### src/rtl/fetch_pkg.sv
// ----------------------------------------------------------------------------
// fetch_pkg
//   Shared types and constants for the instruction fetch stage.
//   pc_sel_t      : next-PC select encoding driven by the decoder
//   fetch_state_t : fetch FSM states
//   NOP_INSTR     : ADDI x0,x0,0, held in the instruction register after reset
// ----------------------------------------------------------------------------
package fetch_pkg;

   typedef enum logic [1:0] {
      PC_PLUS4  = 2'b00,
      PC_BRANCH = 2'b01,
      PC_JALR   = 2'b10,
      PC_HOLD   = 2'b11
   } pc_sel_t;

   typedef enum logic [1:0] {
      FETCH  = 2'b00,
      ISSUE  = 2'b01,
      HALTED = 2'b10
   } fetch_state_t;

   localparam logic [31:0] NOP_INSTR = 32'h0000_0013;

endpackage

### src/rtl/fetch_pc_mux.sv
// ----------------------------------------------------------------------------
// fetch_pc_mux
//   Combinational next-PC selection.
//   Ports:
//     pc            in   current program counter
//     pc_sel        in   next-PC select (pc_sel_t encoding)
//     branch_target in   pc+imm target for branches / JAL
//     jalr_target   in   ALU result for JALR (bit 0 cleared here)
//     next_pc       out  selected next program counter
//     misaligned    out  next_pc[1:0] != 0 (only with FETCH_MISALIGN_TRAP_EN)
//   Macro FETCH_MISALIGN_TRAP_EN: when undefined, next_pc is forced word-aligned
//   and no misaligned output exists.
// ----------------------------------------------------------------------------
import fetch_pkg::*;

module fetch_pc_mux #(
   parameter int unsigned XLEN = 32
) (
   input  logic [XLEN-1:0] pc,
   input  logic [1:0]      pc_sel,
   input  logic [XLEN-1:0] branch_target,
   input  logic [XLEN-1:0] jalr_target,
`ifdef FETCH_MISALIGN_TRAP_EN
   output logic            misaligned,
`endif
   output logic [XLEN-1:0] next_pc
);

   always_comb begin
      next_pc = pc + XLEN'(4);
      unique case (pc_sel_t'(pc_sel))
         PC_PLUS4:  next_pc = pc + XLEN'(4);
         PC_BRANCH: next_pc = branch_target;
         // Masking keeps the whole operand in use while clearing bit 0.
         PC_JALR:   next_pc = jalr_target & ~XLEN'(1);
         PC_HOLD:   next_pc = pc;
         default:   next_pc = pc + XLEN'(4);
      endcase
`ifndef FETCH_MISALIGN_TRAP_EN
      next_pc[1:0] = 2'b00;
`endif
   end

`ifdef FETCH_MISALIGN_TRAP_EN
   assign misaligned = |next_pc[1:0];
`endif

endmodule

### src/rtl/instruction_fetch.sv
// ----------------------------------------------------------------------------
// instruction_fetch
//   Fetch stage: holds the PC, fetches words over a req/ready handshake,
//   presents the instruction plus decoder fields, and advances the PC on ack.
//   Ports:
//     clock, reset              single clock; asynchronous active-high reset
//     pc_sel, branch_target,
//     jalr_target, program_done decoder feedback, sampled only on instr_ack
//     instr_ack                 downstream consumed the current instruction
//     imem_req, imem_addr       fetch request / word address (= pc)
//     imem_rdata, imem_ready    memory response
//     instr, opcode, functs     latched instruction and decoder fields
//     instr_valid, pc, pc_plus4 instruction qualifiers and link value
//     halted, fetch_fault       sticky stop indications
//   Macro FETCH_MISALIGN_TRAP_EN: misaligned next_pc halts with fetch_fault=1;
//   otherwise next_pc is word-aligned and fetch_fault is tied low.
// ----------------------------------------------------------------------------
import fetch_pkg::*;

module instruction_fetch #(
   parameter int unsigned     XLEN     = 32,
   parameter logic [XLEN-1:0] RESET_PC = '0
) (
   input  logic            clock,
   input  logic            reset,
   input  logic [1:0]      pc_sel,
   input  logic [XLEN-1:0] branch_target,
   input  logic [XLEN-1:0] jalr_target,
   input  logic            program_done,
   input  logic            instr_ack,
   output logic            imem_req,
   output logic [XLEN-1:0] imem_addr,
   input  logic [31:0]     imem_rdata,
   input  logic            imem_ready,
   output logic [31:0]     instr,
   output logic [6:0]      opcode,
   output logic [9:0]      functs,
   output logic            instr_valid,
   output logic [XLEN-1:0] pc,
   output logic [XLEN-1:0] pc_plus4,
   output logic            halted,
   output logic            fetch_fault
);

   fetch_state_t    state;
   logic [XLEN-1:0] next_pc;

`ifdef FETCH_MISALIGN_TRAP_EN
   logic misaligned;
   logic fault_q;
`endif

   fetch_pc_mux #(
      .XLEN (XLEN)
   ) u_pc_mux (
      .pc            (pc),
      .pc_sel        (pc_sel),
      .branch_target (branch_target),
      .jalr_target   (jalr_target),
`ifdef FETCH_MISALIGN_TRAP_EN
      .misaligned    (misaligned),
`endif
      .next_pc       (next_pc)
   );

   // imem_req is a registered output so it stays low during reset and rises
   // on the first edge after release, even though the state resets to FETCH.
   always_ff @(posedge clock or posedge reset) begin
      if (reset) begin
         state       <= FETCH;
         pc          <= RESET_PC;
         instr       <= NOP_INSTR;
         instr_valid <= 1'b0;
         imem_req    <= 1'b0;
         halted      <= 1'b0;
`ifdef FETCH_MISALIGN_TRAP_EN
         fault_q     <= 1'b0;
`endif
      end else begin
         unique case (state)
            FETCH: begin
               // A response only counts while a request is actually outstanding.
               if (imem_req && imem_ready) begin
                  instr       <= imem_rdata;
                  instr_valid <= 1'b1;
                  imem_req    <= 1'b0;
                  state       <= ISSUE;
               end else begin
                  imem_req <= 1'b1;
               end
            end
            ISSUE: begin
               if (instr_ack) begin
                  instr_valid <= 1'b0;
                  if (program_done) begin
                     halted <= 1'b1;
                     state  <= HALTED;
                  end
`ifdef FETCH_MISALIGN_TRAP_EN
                  else if (misaligned) begin
                     // pc keeps the faulting instruction's address.
                     fault_q <= 1'b1;
                     halted  <= 1'b1;
                     state   <= HALTED;
                  end
`endif
                  else begin
                     pc       <= next_pc;
                     imem_req <= 1'b1;
                     state    <= FETCH;
                  end
               end
            end
            HALTED: begin
               imem_req    <= 1'b0;
               instr_valid <= 1'b0;
               halted      <= 1'b1;
            end
            default: begin
               imem_req    <= 1'b0;
               instr_valid <= 1'b0;
               halted      <= 1'b1;
               state       <= HALTED;
            end
         endcase
      end
   end

   assign imem_addr = pc;
   assign pc_plus4  = pc + XLEN'(4);
   assign opcode    = instr[6:0];
   assign functs    = {instr[31:25], instr[14:12]};

`ifdef FETCH_MISALIGN_TRAP_EN
   assign fetch_fault = fault_q;
`else
   assign fetch_fault = 1'b0;
`endif

endmodule

### config.mk
export PLATFORM = sky130hd
export DESIGN_NAME = instruction_fetch
export DESIGN_NICKNAME = d
export VERILOG_FILES = /design/src/rtl/fetch_pkg.sv /design/src/rtl/fetch_pc_mux.sv /design/src/rtl/instruction_fetch.sv
export SDC_FILE = /design/constraint.sdc
export NUM_CORES = 1
export LEC_CHECK = 0
export CAP_MARGIN = 10
export CORE_ASPECT_RATIO = 0.7
export CORE_MARGIN = 3
export CORE_UTILIZATION = 55
export DETAILED_ROUTE_END_ITERATION = 6
export DONT_BUFFER_PORTS = 1
export GPL_ROUTABILITY_DRIVEN = 0
export HOLD_SLACK_MARGIN = 0.1
export PLACE_DENSITY_LB_ADDON = 0.3
export SLEW_MARGIN = 25
export SYNTH_ARGS = -nofsm -noshare
export SYNTH_HDL_FRONTEND = slang
export SYNTH_SLANG_ARGS = --single-unit
### constraint.sdc
create_clock -name clock -period 3.01 [get_ports clock]
set_clock_uncertainty 0.05 [all_clocks]
set_input_delay 0.602 -clock clock [delete_from_list [all_inputs] [get_ports clock]]
set_output_delay 0.602 -clock clock [all_outputs]
set_load 0.05 [all_outputs]
* Word-level counts from Yosys, hierarchy flattened *
Cells that the tools add are included.

operators by class
  add/subtract/negate cells = 1
  reductions and logical operators = 9
  equality and inequality tests = 9
  bitwise gates (word level) = 4
  multiplexer cells = 15

operator list
  kind                                            number
  case mux 32 bit (4 select lines)                1
  adder 32 x 3 -> 32 bit (second input constant)  1
  inequality test 2 bit (second input constant)   4
  2-to-1 mux 1 bit                                7
  == test 2 bit (second input constant)           3
  2-to-1 mux 2 bit                                3
  case mux 1 bit (2 select lines)                 3
  case mux 2 bit (3 select lines)                 1
  AND reduction 2 bit                             3
  AND reduction 3 bit                             2
  == test 2 x 1 -> 1 bit (second input constant)  2
  zero test 2 bit                                 2
  NOT 1 bit                                       4
  AND reduction 4 bit                             1
  logical AND 1 bit                               1

word-level totals
  register bits after elaboration = 67
  output and inout port bits = 149
  input bits = 103
  logic and storage cells = 44

* Longest topological paths before layout *
  depth in word-level cells = 3
  mapped depth = 8
  mapped depth without buffers = 6

* Modules after synthesis *
From an unflattened synthesis, not the netlist that was laid out.

second synthesis, totals
  cells, all modules = 511
  area total of the unflattened synthesis = 5026.1 um^2

modules (own cells, without submodules)
  module             cells each  sequential area each (um^2)  times used  area each (um^2)
  instruction_fetch  288         1730.4                       1           3522.1
  fetch_pc_mux       223         0.0                          1           1503.9

* Worst setup path after synthesis *
Ideal clock, no wire load.

  path type = reg-to-output
  start = reg pc[2] (netlist: imem_addr[2])
  end = out pc_plus4[28]
  required time = 2.358 ns
  arrival time = 2.832 ns
  path buffers = 0
  slack = -0.474 ns
  stages on the path, launching flop included = 6
  path through = dfrtp_1 > ha_1 > nand3_4 > nor4_4 > nand4_1 > xnor2_1

on the way
  cells in the longest elaborated chain, start to end = 1

ends and longest elaborated chain
  item                      RTL line                  text
  start: declaration        instruction_fetch.sv:39   output logic [XLEN-1:0] pc,
  start signal: assignment  instruction_fetch.sv:108  pc <= next_pc;
  adder 32 x 3 -> 32 bit    instruction_fetch.sv:130  assign pc_plus4 = pc + XLEN'(4);
  end: declaration          instruction_fetch.sv:40   output logic [XLEN-1:0] pc_plus4,

No other way between the ends.

* Worst setup path after layout *
  start = reg pc[3] (netlist: imem_addr[3])
  end = out pc_plus4[22]

The elaborated chain is that of the path after synthesis.

==> flow_summary.toml <==
[power]
fin_total_pwr_mw = 6.531
ir_worst_vdd_mv = 0.9473
power_density_nw_per_um2 = 1268
p_leak_nw = 2.250

[placed_design]
post_place_setup_slack_ns = 0.3026
dpl_cell_area_um2 = 4846
place.port_buffers = 0
post-dp-hpwl_um = 9115
count_of_placed_standard_cells_including_taps = 541

[sta]
setup-violations-final = 0
min_period_ns = 2.914
final_max_slew_violation_count = 0
fmax_mhz = 343.1
worst_pin_slew_ns = 0.9157
slew_headroom = 0.3895
final.setup.worst_slack_ns = 0.09569
final_period_util = 0.9682
tns_ns = 0
hold_viol_final = 0
hold_ws_ns = 0.2129

[setup_path]
worst_r2r_startpoint = "state[0]"
worst_ep_required_time_ns = 2.36
worstSetupStartpoint = "imem_addr[3]"
worst_setup_path_start_kind = "flip-flop"
maximum_fanout_along_the_worst_path = 8
timing.critical_path.to_type = "primary output"
worst_setup_path_type = "reg -> out"
worst_r2r_path_depth = 4
cp_data_arrival_time_ns = 2.26

[clocking]
cts_buffers = 9
clkLatencyLatePin_ns = 0.34
tritoncts = "built"
clock-root-buffer = "clkbuf_8"
cts.reportedPaths.clkPinSlew_ns = 0.08
cts_max_level = 3
cts_hold_buffers = 0
clock_sinks = 67
cts_buffer_depth = 2

[global_routing]
vias_in_the_first_global_route = 3377
grt-ovfl-total = 0
antenna_violations_before_repair = 0
largest_net_degree_at_the_start_of_global_routing = 46
globalRouteTotalUtil = 0.2612
wire_length_of_the_first_global_routing_pass_um = 18090

[route]
postRouteAntennaNets = 0
wl_per_cell_um = 21.59
drt-vias-per-instance = 6.309
drtIter0Drc = 343
detail_route.drc_violations = 0
drt_pre_antenna_iters = 5
detail_route.wirelength_um = 12090
detailroute.via_count = 3533

[synth]
synth_top_area_frac = 0.3726
seq_area_frac_synth = 0.3910
synth_top_cells_by_area = "dfrtp_1 37%, buf_4 9.4%, mux2_2 8.4%, o21ai_0 3.7%, xor2_1 3.3%"
post_synth_num_cell_types = 52
ys_warn_count = 0
async_reset_ff_frac = 1.000
syn-mean-instance-area_um2 = 9.551
syn_area_um2 = 4298
cell_taking_the_most_area_after_synthesis = "dfrtp_1"
synthFlopType = "dfrtp_1"
synth_enable_flop_cells = 0
ys_seq_elements = 67
syn-instance-count = 450
yosys-top-cells-count = "64 x dfrtp_1, 54 x buf_4, 33 x nor2_1"
synthMostInstantiatedCell = "dfrtp_1"

[finish]
final.fill_count = 590
postLayoutCellArea_um2 = 5152
antenna_cells_inserted = 0
fin_util = 0.6916
post_route_cells_drive_above_1_share = 0.3745
fin_cells = 560
area_delta_synth_final_pct = 19.88
nets = 561

[outcome]
run_status = "completed"

[job]
drv_cap = 0

[floorplan]
die_area_um2 = 8928
die_height_um = 79.96
core-area_um2 = 7450
floorplan.initialDensity = 0.5769
floorplan.io_pins = 252
dieWidth_um = 111.7
core.rowCount = 26

[hold_path]
hold_path.class = "in -> async"
==> state kept, by name, indices dropped and copies added, names as in the netlist <==
| register | flops |
|---|---|
| instr_valid | 1 |
| imem_req | 1 |
| halted | 1 |
| instr | 32 |
| state | 2 |
| imem_addr | 30 |
==> worst max-delay path, stage by stage (launching register included) <==
cell     delay, ns
dfrtp_2       0.40
ha_2          0.22
nand3_4       0.16
nor4_4        0.32
buf_6         0.18
nand3_4       0.14
nor2_4        0.17
xor2_4        0.17
buf_12        0.15
==> per-layer routing <==
layer	vias up	track usage	routed length, µm
met1	1697	0.3390	4752
met2	236	0.4330	5913
met5	-	0	0
met3	22	0.07348	1225
met4	0	0.07047	197
li1	1578	-	-
==> repair_timing <==
item / CTS / global route
buffers inserted: 1 / 2
resized for setup: 2 / 10
pin swaps: 1 / 1
endpoints found under the setup margin: 5 / 9
==> placed cells by master, fill, tap and decap left out, types with 9 or more instances in the layout <==
master,instances
a21oi_1,13
a222oi_1,10
a22oi_1,9
and3_1,10
buf_12,16
buf_4,57
clkbuf_8,9
dfrtp_1,54
dfrtp_2,10
mux2_2,32
nand2_1,29
nor2_1,32
o21ai_0,32
xor2_1,10
==> layout make-up <==
cell class	count	area [µm²]	area share
multi-input cells	296	2283	0.4432
flip-flops and latches	67	1693	0.3286
repair buffers	76	785.8	0.1525
clock buffers	10	127.6	0.02477
well taps	98	122.6	0.02380
clock inverters	6	113.9	0.02210
inverters	7	26.28	0.005100
==> final timing paths <==
path | end | slack [ns]
setup reg to reg | imem_addr[22] | 0.86
max in group asynchronous | instr[4] | 1.98
min in group clock | instr_valid | 0.30
setup / recovery | pc_plus4[22] | 0.1
hold reg to reg | instr_valid | 0.55
hold / removal | imem_addr[20] | 0.21
==> power by group <==
part           switching, mW  total, mW  internal [mW]  leakage [nW]
combinational           1.96       2.79          0.829          1.35
clock                  0.361      0.913          0.552         0.113
sequential              1.58       2.83           1.25         0.790
==> logic make-up (layout without fill, tap and decap cells) <==
family | Yosys count | count (layout) | synth area share
xor gates and xnor gates | 28 | 28 | 0.05706
muxes | 35 | 35 | 0.09083
DFF | 67 | 67 | 0.3910
other | 1 | 7 | 0.0008725
and+or+nand+nor | 119 | 119 | 0.1552
AOI/OAI and AO/OA | 106 | 106 | 0.1712
adders and majority gates | 1 | 1 | 0.002911
buffers and inverters | 93 | 99 | 0.1310
Note: power is estimated with default switching activity, not from simulation.
